$ cat src/rtl/gpu_pkg.sv
// rtl/gpu_pkg.sv - shared widths and types for the work dispatcher
package gpu_pkg;

  localparam int PC_W       = 16;
  localparam int QID_W      = 4;
  localparam int NUM_QUEUES = 1 << QID_W;

  typedef logic [PC_W-1:0]  pc_t;
  typedef logic [QID_W-1:0] qid_t;

endpackage

$ cat src/rtl/rr_arbiter.sv
// rtl/rr_arbiter.sv - round-robin arbiter with registered rotating pointer
// Ports:
//   clk, rst_n   clock, synchronous active-low reset (pointer -> 0)
//   req[N]       requesters
//   advance      allow the pointer to move past the current winner
//   grant[N]     one-hot winner (combinational)
//   grant_idx    binary index of the winner
//   grant_valid  some requester won
module rr_arbiter #(
  parameter int N = 4,
  localparam int IW = (N > 1) ? $clog2(N) : 1
) (
  input  logic          clk,
  input  logic          rst_n,
  input  logic [N-1:0]  req,
  input  logic          advance,
  output logic [N-1:0]  grant,
  output logic [IW-1:0] grant_idx,
  output logic          grant_valid
);

  logic [IW-1:0] ptr;
  logic [IW-1:0] idx;

  // Scan starting at the pointer; first requester found wins.
  always_comb begin
    grant       = '0;
    grant_idx   = '0;
    grant_valid = 1'b0;
    idx         = '0;
    for (int k = 0; k < N; k++) begin
      idx = IW'((int'(ptr) + k) % N);
      if (!grant_valid && req[idx]) begin
        grant[idx]  = 1'b1;
        grant_idx   = idx;
        grant_valid = 1'b1;
      end
    end
  end

  always_ff @(posedge clk) begin
    if (!rst_n) begin
      ptr <= '0;
    end else if (advance && grant_valid) begin
      if (int'(grant_idx) == N - 1) ptr <= '0;
      else                          ptr <= grant_idx + IW'(1);
    end
  end

endmodule

$ cat src/rtl/work_dispatcher.sv
// rtl/work_dispatcher.sv - per-queue PC FIFOs with round-robin push/pop arbitration
// Ports:
//   clk, rst_n    clock, synchronous active-low reset
//   push_req      per-core push request; push_qid / push_pc carry queue and PC
//   push_ack      1-cycle pulse when a core's push was accepted
//   pop_req       per-core work request, held until granted
//   pop_grant     1-cycle pulse: new_pc slice for that core is valid
//   new_pc        per-core granted PC, held until the next grant
//   queue_empty   per-queue empty flag
//   all_idle      all queues empty and no core requesting work
module work_dispatcher
  import gpu_pkg::*;
#(
  parameter int NUM_CORES = 4,
  parameter int DEPTH     = 8
) (
  input  logic                        clk,
  input  logic                        rst_n,
  input  logic [NUM_CORES-1:0]        push_req,
  input  logic [QID_W*NUM_CORES-1:0]  push_qid,
  input  logic [PC_W*NUM_CORES-1:0]   push_pc,
  output logic [NUM_CORES-1:0]        push_ack,
  input  logic [NUM_CORES-1:0]        pop_req,
  output logic [NUM_CORES-1:0]        pop_grant,
  output logic [PC_W*NUM_CORES-1:0]   new_pc,
  output logic [NUM_QUEUES-1:0]       queue_empty,
  output logic                        all_idle
);

  localparam int PW  = $clog2(DEPTH);
  localparam int CW  = PW + 1;
  localparam int CIW = (NUM_CORES > 1) ? $clog2(NUM_CORES) : 1;

  typedef logic [PW-1:0] ptr_t;
  typedef logic [CW-1:0] cnt_t;

  localparam cnt_t FULL = cnt_t'(DEPTH);

  pc_t  mem      [NUM_QUEUES][DEPTH];
  ptr_t q_head   [NUM_QUEUES];
  ptr_t q_tail   [NUM_QUEUES];
  cnt_t q_count  [NUM_QUEUES];

  qid_t core_qid [NUM_CORES];
  pc_t  core_pc  [NUM_CORES];
  pc_t  new_pc_r [NUM_CORES];

  for (genvar g = 0; g < NUM_CORES; g++) begin : g_core
    assign core_qid[g]               = push_qid[g*QID_W +: QID_W];
    assign core_pc[g]                = push_pc[g*PC_W +: PC_W];
    assign new_pc[g*PC_W +: PC_W]    = new_pc_r[g];
  end

  for (genvar q = 0; q < NUM_QUEUES; q++) begin : g_empty
    assign queue_empty[q] = (q_count[q] == '0);
  end

  assign all_idle = (&queue_empty) & ~(|pop_req);

  // ---------------- push path ----------------
  // The ~push_ack term hides a request still held during its ack cycle.
  logic [NUM_CORES-1:0] push_elig;
  logic [NUM_CORES-1:0] push_gnt;
  logic [CIW-1:0]       push_win;
  logic                 push_do;
  qid_t                 wr_qid;
  pc_t                  wr_pc;

  always_comb begin
    push_elig = '0;
    for (int i = 0; i < NUM_CORES; i++) begin
      push_elig[i] = push_req[i] & ~push_ack[i] & (q_count[core_qid[i]] != FULL);
    end
  end

  rr_arbiter #(.N(NUM_CORES)) u_push_arb (
    .clk         (clk),
    .rst_n       (rst_n),
    .req         (push_elig),
    .advance     (1'b1),
    .grant       (push_gnt),
    .grant_idx   (push_win),
    .grant_valid (push_do)
  );

  assign wr_qid = core_qid[push_win];
  assign wr_pc  = core_pc[push_win];

  // ---------------- pop path ----------------
  logic [NUM_CORES-1:0] pop_cand;
  logic [NUM_CORES-1:0] pop_arb_gnt;
  logic [NUM_CORES-1:0] pop_gnt;
  logic [CIW-1:0]       pop_win;
  logic                 pop_arb_valid;
  logic                 pop_do;
  logic                 src_valid;
  qid_t                 src_q;
  pc_t                  rd_pc;

  // Lowest-numbered non-empty queue supplies work; scan high to low so the
  // last hit is the lowest index.
  always_comb begin
    src_valid = 1'b0;
    src_q     = '0;
    for (int q = NUM_QUEUES - 1; q >= 0; q--) begin
      if (q_count[q] != '0) begin
        src_valid = 1'b1;
        src_q     = qid_t'(q);
      end
    end
  end

  assign pop_cand = pop_req & ~pop_grant;

  // With no work available the arbiter must not rotate.
  rr_arbiter #(.N(NUM_CORES)) u_pop_arb (
    .clk         (clk),
    .rst_n       (rst_n),
    .req         (pop_cand),
    .advance     (src_valid),
    .grant       (pop_arb_gnt),
    .grant_idx   (pop_win),
    .grant_valid (pop_arb_valid)
  );

  assign pop_do  = src_valid & pop_arb_valid;
  assign pop_gnt = pop_arb_gnt & {NUM_CORES{src_valid}};
  assign rd_pc   = mem[src_q][q_head[src_q]];

  // ---------------- state ----------------
  always_ff @(posedge clk) begin
    if (rst_n && push_do) begin
      mem[wr_qid][q_tail[wr_qid]] <= wr_pc;
    end
  end

  always_ff @(posedge clk) begin
    if (!rst_n) begin
      push_ack  <= '0;
      pop_grant <= '0;
      for (int i = 0; i < NUM_CORES; i++) new_pc_r[i] <= '0;
      for (int q = 0; q < NUM_QUEUES; q++) begin
        q_head[q]  <= '0;
        q_tail[q]  <= '0;
        q_count[q] <= '0;
      end
    end else begin
      push_ack  <= push_gnt;
      pop_grant <= pop_gnt;
      if (pop_do) new_pc_r[pop_win] <= rd_pc;
      for (int q = 0; q < NUM_QUEUES; q++) begin
        if (push_do && wr_qid == qid_t'(q)) q_tail[q] <= q_tail[q] + ptr_t'(1);
        if (pop_do && src_q == qid_t'(q))   q_head[q] <= q_head[q] + ptr_t'(1);
        // Push and pop on the same queue in one cycle leave the count unchanged.
        if ((push_do && wr_qid == qid_t'(q)) && !(pop_do && src_q == qid_t'(q)))
          q_count[q] <= q_count[q] + cnt_t'(1);
        else if (!(push_do && wr_qid == qid_t'(q)) && (pop_do && src_q == qid_t'(q)))
          q_count[q] <= q_count[q] - cnt_t'(1);
      end
    end
  end

endmodule

$ cat config.mk
export PLATFORM = sky130hd
export DESIGN_NAME = work_dispatcher
export DESIGN_NICKNAME = d
export VERILOG_FILES = /design/src/rtl/gpu_pkg.sv /design/src/rtl/rr_arbiter.sv /design/src/rtl/work_dispatcher.sv
export SDC_FILE = /design/constraint.sdc
export NUM_CORES = 2
export LEC_CHECK = 0
export BUFFER_PORTS_ARGS = -buffer_cell sky130_fd_sc_hd__buf_2
export CAP_MARGIN = 20
export CORE_MARGIN = 2
export CORE_UTILIZATION = 50
export DETAILED_ROUTE_END_ITERATION = 7
export GPL_TIMING_DRIVEN = 1
export PLACE_DENSITY_LB_ADDON = 0.05
export SLEW_MARGIN = 10
export SYNTH_ARGS = -nofsm -noshare
export SYNTH_HDL_FRONTEND = slang
export SYNTH_HIERARCHICAL = 1
export SYNTH_SLANG_ARGS = --single-unit
$ cat constraint.sdc
create_clock -name clk -period 11 [get_ports clk]
set_clock_uncertainty 0.15 [all_clocks]
set_input_delay 1.1 -clock clk [delete_from_list [all_inputs] [get_ports clk]]
set_output_delay 1.1 -clock clk [all_outputs]
set_load 0.005 [all_outputs]
# Word-level counts from Yosys, hierarchy flattened
# Memory sizes are Yosys's and may differ from the RTL's.
# Index checks and enable logic that the tools add are counted.
[totals]
regBits = 12
mem_bits_rw = 2272
output_inout_bits = 89
elab_cells = 766
memories = 5
[memory_table]
columns = ["memory", "depth", "width", "rd", "rd_ports_with_merged_regs", "wr", "line_no", "text"]
rows = [
  ["mem", 16, 128, 1, 0, 1, "work_dispatcher.sv:39", "pc_t mem [NUM_QUEUES][DEPTH];"],
  ["new_pc_r", 4, 16, 4, 0, 4, "work_dispatcher.sv:46", "pc_t new_pc_r [NUM_CORES];"],
  ["q_count", 16, 4, 20, 0, 16, "work_dispatcher.sv:42", "cnt_t q_count [NUM_QUEUES];"],
  ["q_head", 16, 3, 17, 0, 16, "work_dispatcher.sv:40", "ptr_t q_head [NUM_QUEUES];"],
  ["q_tail", 16, 3, 17, 0, 16, "work_dispatcher.sv:41", "ptr_t q_tail [NUM_QUEUES];"],
]
[classes]
add_sub_neg = 72
magnitude_cmp = 20
n_eq_ne = 36
mux = 382
bitwise = 91
n_reduce_logical = 156
[ops]
columns = ["op", "n"]
rows = [
  ["$mux 1", 254],
  ["$mux 4", 58],
  ["$mux 128", 1],
  ["$add 3x1->3 const B", 32],
  ["$mux 16", 6],
  ["$mux 3", 32],
  ["$logic_and 1x1->1", 81],
  ["$logic_not 4->1", 18],
  ["$add 4x1->4 const B", 16],
  ["$eq 4x4->1 const B", 16],
  ["$or 1x1->1", 64],
  ["$reduce_bool 4->1", 16],
  ["$sub 4x1->4 const B", 16],
  ["$bmux 16 s3", 1],
  ["$demux 16 s3", 1],
  ["$logic_not 1->1", 38],
  ["$bmux 16 s2", 1],
  ["$eq 4x3->1 const B", 8],
  ["$lt 2x3->1 const B", 8],
  ["$or 4x4->4", 6],
  ["$mux 2", 11],
  ["$bmux 1 s2", 8],
  ["$demux 1 s2", 8],
  ["$eq 4x2->1 const B", 4],
  ["other kinds (19)", 53],
]

# Logic depth before layout (Yosys ltp)
[logic_depth]
word_depth = 28
depth_mapped = 25
ltp_nobuf = 22

# By module
# The synthesis kept the hierarchy.
[modules_own_cells]
columns = ["mod", "instances", "cells_each", "area_per_inst_um2", "seq_area_each_um2"]
rows = [
  ["work_dispatcher", 1, 6092, 92959.2, 68385.6],
  ["rr_arbiter (u_push_arb)", 1, 67, 580.6, 40.0],
  ["rr_arbiter (u_pop_arb)", 1, 71, 548.0, 40.0],
]

# Worst setup path before layout
# OpenSTA, ideal clock, no wires.
[synth_timing]
path_type = "input -> register"
start = "input port push_qid[9]"
end = "memory mem[0][16] (netlist name) (enable)"
t_arrival_ns = 7.024
slack_ns = 3.438
path_stages = 18
n_path_buf = 3
cell_sequence = "mux4_2 -> mux4_2 -> nor3b_1 -> mux2i_1 -> mux2i_1 -> or3_2 -> o31a_1 -> buf_1 -> mux4_2 -> buf_2 -> mux4_2 -> mux2_2 -> nand2_1 -> o21ai_0 -> nor2_1 -> nand3_1 -> clkbuf_1 -> nor2_1"
[synth_between]
elab_chain_cells = 26
word_cells_on_any_way = 39
[synth_rtl]
columns = ["item", "line_no", "text"]
rows = [
  ["from (decl)", "work_dispatcher.sv:20", "input logic [QID_W*NUM_CORES-1:0] push_qid,"],
  ["$mem_v2 16x4 (*)", "--", ""],
  ["$ne 4x4->1 (*)", "work_dispatcher.sv:72", "push_elig[i] = push_req[i] & ~push_ack[i] & (q_count[core_qid[i]] != FULL);"],
  ["$and 1x1->1 (*)", "work_dispatcher.sv:72", ""],
  ["net push_elig[2]", "work_dispatcher.sv:62", "logic [NUM_CORES-1:0] push_elig;"],
  ["$bmux 1 s2", "rr_arbiter.sv:33", "if (!grant_valid && req[idx]) begin"],
  ["$mux 1 (not written as such)", "rr_arbiter.sv:33", ""],
  ["$mux 1", "rr_arbiter.sv:33", ""],
  ["$logic_not 1->1", "rr_arbiter.sv:33", ""],
  ["(+8 left out)", "--", ""],
  ["net push_win[0]", "work_dispatcher.sv:64", "logic [CIW-1:0] push_win;"],
  ["(+2 left out)", "--", ""],
  ["$mux 4 (not written as such) (*) (2 in series)", "work_dispatcher.sv:86", "assign wr_qid = core_qid[push_win];"],
  ["$mem_v2 16x3", "--", ""],
  ["$not 3->4 (not written as such)", "work_dispatcher.sv:133", "mem[wr_qid][q_tail[wr_qid]] <= wr_pc;"],
  ["$ge 4x4->1 (not written as such) or $lt 4x1->1 (tied branches)", "work_dispatcher.sv:133", ""],
  ["$logic_and 1x1->1 (not written as such)", "work_dispatcher.sv:133", ""],
  ["$mux 16 (not written as such)", "work_dispatcher.sv:133", ""],
  ["$demux 16 s3", "work_dispatcher.sv:133", ""],
  ["$mux 128 (not written as such)", "work_dispatcher.sv:133", ""],
  ["to (decl)", "work_dispatcher.sv:39", ""],
]
# The timed path passes the listed nets; every way through them passes the cells marked *. The select of a mux whose other input is x is not followed.

==> run metrics <==
cell with the largest stage delay on the worst path mux4_2; Top FF cell, synth edfxtp_1; Layout area overhead 12.7%; largest net degree at the start of global routing between 150 and 200; initial antenna violation count 17; Cell Pwr Density 299 mW/mm^2; main combinational cell family by area after synthesis compound AO/OA/AOI/OAI gates; gpl congestion roughly 0.9; synthesized flop and latch total between 2,000 and 2,500; Synth cell types 101; IO Count 179; Post-Syn Area per Cell about 15 um^2; Routed WL between 300 and 400 mm; CP arrival 9570 ps; min-delay worst type flip-flop to flip-flop; setup TNS 0 ps; gr usage total between 30% and 40%; Initial DRC Count 8,238; worst min-delay path startpoint q_tail[15][0]; fin. max-slew vios 0; GRT overflow 0; wire per inst between 30 and 40 um; Reg-to-Reg End mem[11][54]; CTS Hold Bufs 0; Post-synth EDFFs ~2,300; Root Buffer Master clkbuf_16; Pwr Total between 30 and 40 mW; Worst-path clk slew roughly 60 ps; worst skew pair latency roughly 880 ps; detailed-route vias per instance 6.61; CTS H-tree lvls 4; vias in the first global route 57,200; asr flop ratio synth 0%; Die Ht between 400 and 500 um; Multi-input gate area 0.0238 mm^2; CTS resizes 0; Max Fclk around 110 MHz; WP data required approximately 11,000 ps; Max stage delay on crit path between 800 and 900 ps; final hold violations 0; TritonCTS Sinks about 2,300; Post-Synth Simple-Gate Area approximately 6.7%; reg2reg setup slack 1870 ps; crit path max fanout 21; Synth Area in XOR/XNOR less than 1%; hold endpoint q_tail[15][0]; register area between 0.06 and 0.07 mm^2; maximum clock insertion buffer count 3; fin nets approximately 6,700; status finished clean; RSZ-0062 raised after global routing no; hold path depth 1; Post-Syn Area 0.0941 mm^2; Slew @ Worst Pin between 1000 and 1500 ps; max_cap viols 0; Lkg Pwr about 34 nW; DR pass1 iterations 6; Worst setup EP type flip-flop; Layout fillers 14,900; DIE WIDTH about 440 um; final setup violation count 0; Reg-to-Reg Start q_count[0][3]; adder-cell share of the synthesized area approximately 1.3%; vias post-DR 60,600; Seq/Total Area, Yosys 72.8%; Ys Warns 6; first-pass GRT wire length 446 mm; Compound-Gate Fraction of Synth Area ~11%; postcts setup bufs 0; Relative slew margins 10.9%; CTS tree yes; initial core utilization between 50% and 60%; HPWL Detailed 196 mm; FP Rows about 160; post-synthesis mux area share slightly below 5%; port bufs around 180; DRC Markers 0; share of post-route cells with drive strength above 1 between 10% and 20%; CP Cell Sequence nor4b_1 -> buf_4 -> mux4_2 -> mux4_2 -> nor3b_1 -> and3b_2 -> o21ai_0 -> o21ai_1 -> o31a_2 -> mux4_2 -> mux4_2 -> mux2i_1 -> o21ai_0 -> buf_4 -> nor2b_1 -> nand2_1 -> nor2_1 -> buf_4; final period utilization about 83%; FF-to-FF path depth 18; Period minus WS final 9130 ps; crit start category flip-flop; Syn Inst Count between 6,000 and 7,000; die area 0.192 mm^2; core area approximately 0.19 mm^2; TritonCTS buffer count about 230; most frequent cell on the critical path mux4_2; Critical Setup Path Class flip-flop to flip-flop; maximum VDD drop about 0.33 mV; post-route ant nets 0
[layout by cell type (no fill, tap or decap), types with 179 or more instances in the layout]
master and instances:
buf_2 179, mux2i_1 288, nand2_1 524, nor2_1 448
edfxtp_1 2272, o221ai_1 222, clkbuf_16 230, o22ai_1 341
buf_4 237, o21ai_0 186
[critical path, delay by kind of cell (launching register included)]
kind / cells / cell delay (ps)
compound gates: 4 / 2120
buf+inv: 3 / 740
flops: 1 / 420
simple gates: 6 / 2980
mux: 5 / 2380
[state kept, by name, summed over array words and instances, names as in the netlist]
register,count
q_count,64
mem,2048
push_ack,4
u_push_arb/ptr,2
new_pc_r,64
q_head,48
u_pop_arb/ptr,2
pop_grant,4
q_tail,48
[metal layers]
| metal | part of all wire [%] | track usage [%] | vias to the layer above |
|---|---|---|---|
| li1 | - | - | 25300 |
| met1 | 39 | 46.2 | 31100 |
| met2 | 45 | 49.8 | 3612 |
| met3 | 11 | 7.79 | 594 |
| met4 | 4.5 | 14.0 | 0 |
| met5 | 0 | 0 | - |
[report_power, final]
part | switching (mW) | internal [mW]
combinational | 8.95 | 2.52
sequential | 0.286 | 12.3
clock | 3.36 | 4.28
[cells in the mapped netlist (12+ instances only)]
| cell type | count | area share (%) |
|---|---|---|
| nand2_1 | 535 | 2.1 |
| o211a_1 | 12 | 0.13 |
| a311oi_1 | 14 | 0.13 |
| a211oi_1 | 66 | 0.53 |
| clkbuf_1 | 219 | 0.87 |
| and3_1 | 41 | 0.27 |
| a211o_1 | 20 | 0.19 |
| nor2b_1 | 14 | 0.093 |
| mux2i_1 | 288 | 3.1 |
| mux4_2 | 57 | 1.4 |
| o22ai_1 | 341 | 2.3 |
| xor2_1 | 26 | 0.24 |
| and2_1 | 42 | 0.28 |
| a32oi_1 | 114 | 1.1 |
| or3_1 | 26 | 0.17 |
| o21ai_0 | 190 | 1.0 |
| nand3_1 | 90 | 0.48 |
| buf_4 | 36 | 0.29 |
| ha_1 | 77 | 1.0 |
| edfxtp_1 | 2272 | 73 |
| inv_1 | 76 | 0.30 |
| o221ai_1 | 222 | 2.1 |
| nor4_1 | 24 | 0.16 |
| a221oi_1 | 37 | 0.34 |
| nor4b_1 | 17 | 0.16 |
| a21o_1 | 19 | 0.15 |
| nand2b_1 | 20 | 0.13 |
| nand4_1 | 23 | 0.15 |
| xnor2_1 | 49 | 0.46 |
| dfxtp_1 | 12 | 0.26 |
| fa_1 | 15 | 0.32 |
| buf_1 | 34 | 0.14 |
| nor3_1 | 21 | 0.11 |
| o21ai_1 | 20 | 0.11 |
| mux2_2 | 37 | 0.44 |
| a22oi_1 | 38 | 0.30 |
| buf_2 | 119 | 0.63 |
| nor2_1 | 499 | 2.0 |
| a31oi_1 | 12 | 0.080 |
| a21oi_1 | 160 | 0.85 |
| o211ai_1 | 97 | 0.77 |
[logic make-up after synthesis]
kind of cell / Yosys count
flip-flops: 2284
XOR/XNOR: 75
AND/OR/NAND/NOR: 1410
other: 1
AO/OA/AOI/OAI: 1487
multiplexers: 383
adder cells (fa/ha/maj): 92
buffers and inverters: 498
[stage by stage]
| stage | util [%] | setup WS (ps) | hold WS (ps) | instance area (um^2) | instances |
|---|---|---|---|---|---|
| 2_1_floorplan | - | 3440 | 370 | 94100 | 6231 |
| 4_1_cts | 56.5 | 1990 | 439 | 106000 | 9161 |
| 3_5_place_dp | 52.6 | 1390 | 429 | 98700 | 8738 |
| 6_report | 56.6 | 1870 | 442 | 106000 | 9180 |
| 5_1_grt | 56.5 | 1400 | 466 | 106000 | 9169 |
| 3_3_place_gp | 52.6 | 1560 | 429 | 98700 | 8738 |
[cell type report]
type,count,share of cell area (%)
Tap cell,2495,2.95
Clock inverter,140,1.21
Multi-Input combinational cell,3449,22.5
Inverter,81,0.288
Clock buffer,283,5.62
Sequential cell,2284,64.6
Antenna cell,13,0.0307
Timing Repair Buffer,435,2.84
[worst max path at each step]
stage | cells past startpoint | from | end | slack [ps]
after floorplan | 18 | push_qid[9] | mem[0][16] | 3440
after global placement | 18 | push_qid[0] | mem[11][124] | 1560
after detailed placement | 18 | push_qid[0] | mem[11][122] | 1390
after CTS | 19 | q_count[0][3] | mem[11][122] | 1990
after global routing | 21 | q_count[0][3] | mem[11][54] | 1400
final | 18 | q_count[0][3] | mem[11][54] | 1870
No activity file was read; power rests on OpenSTA's default activity.
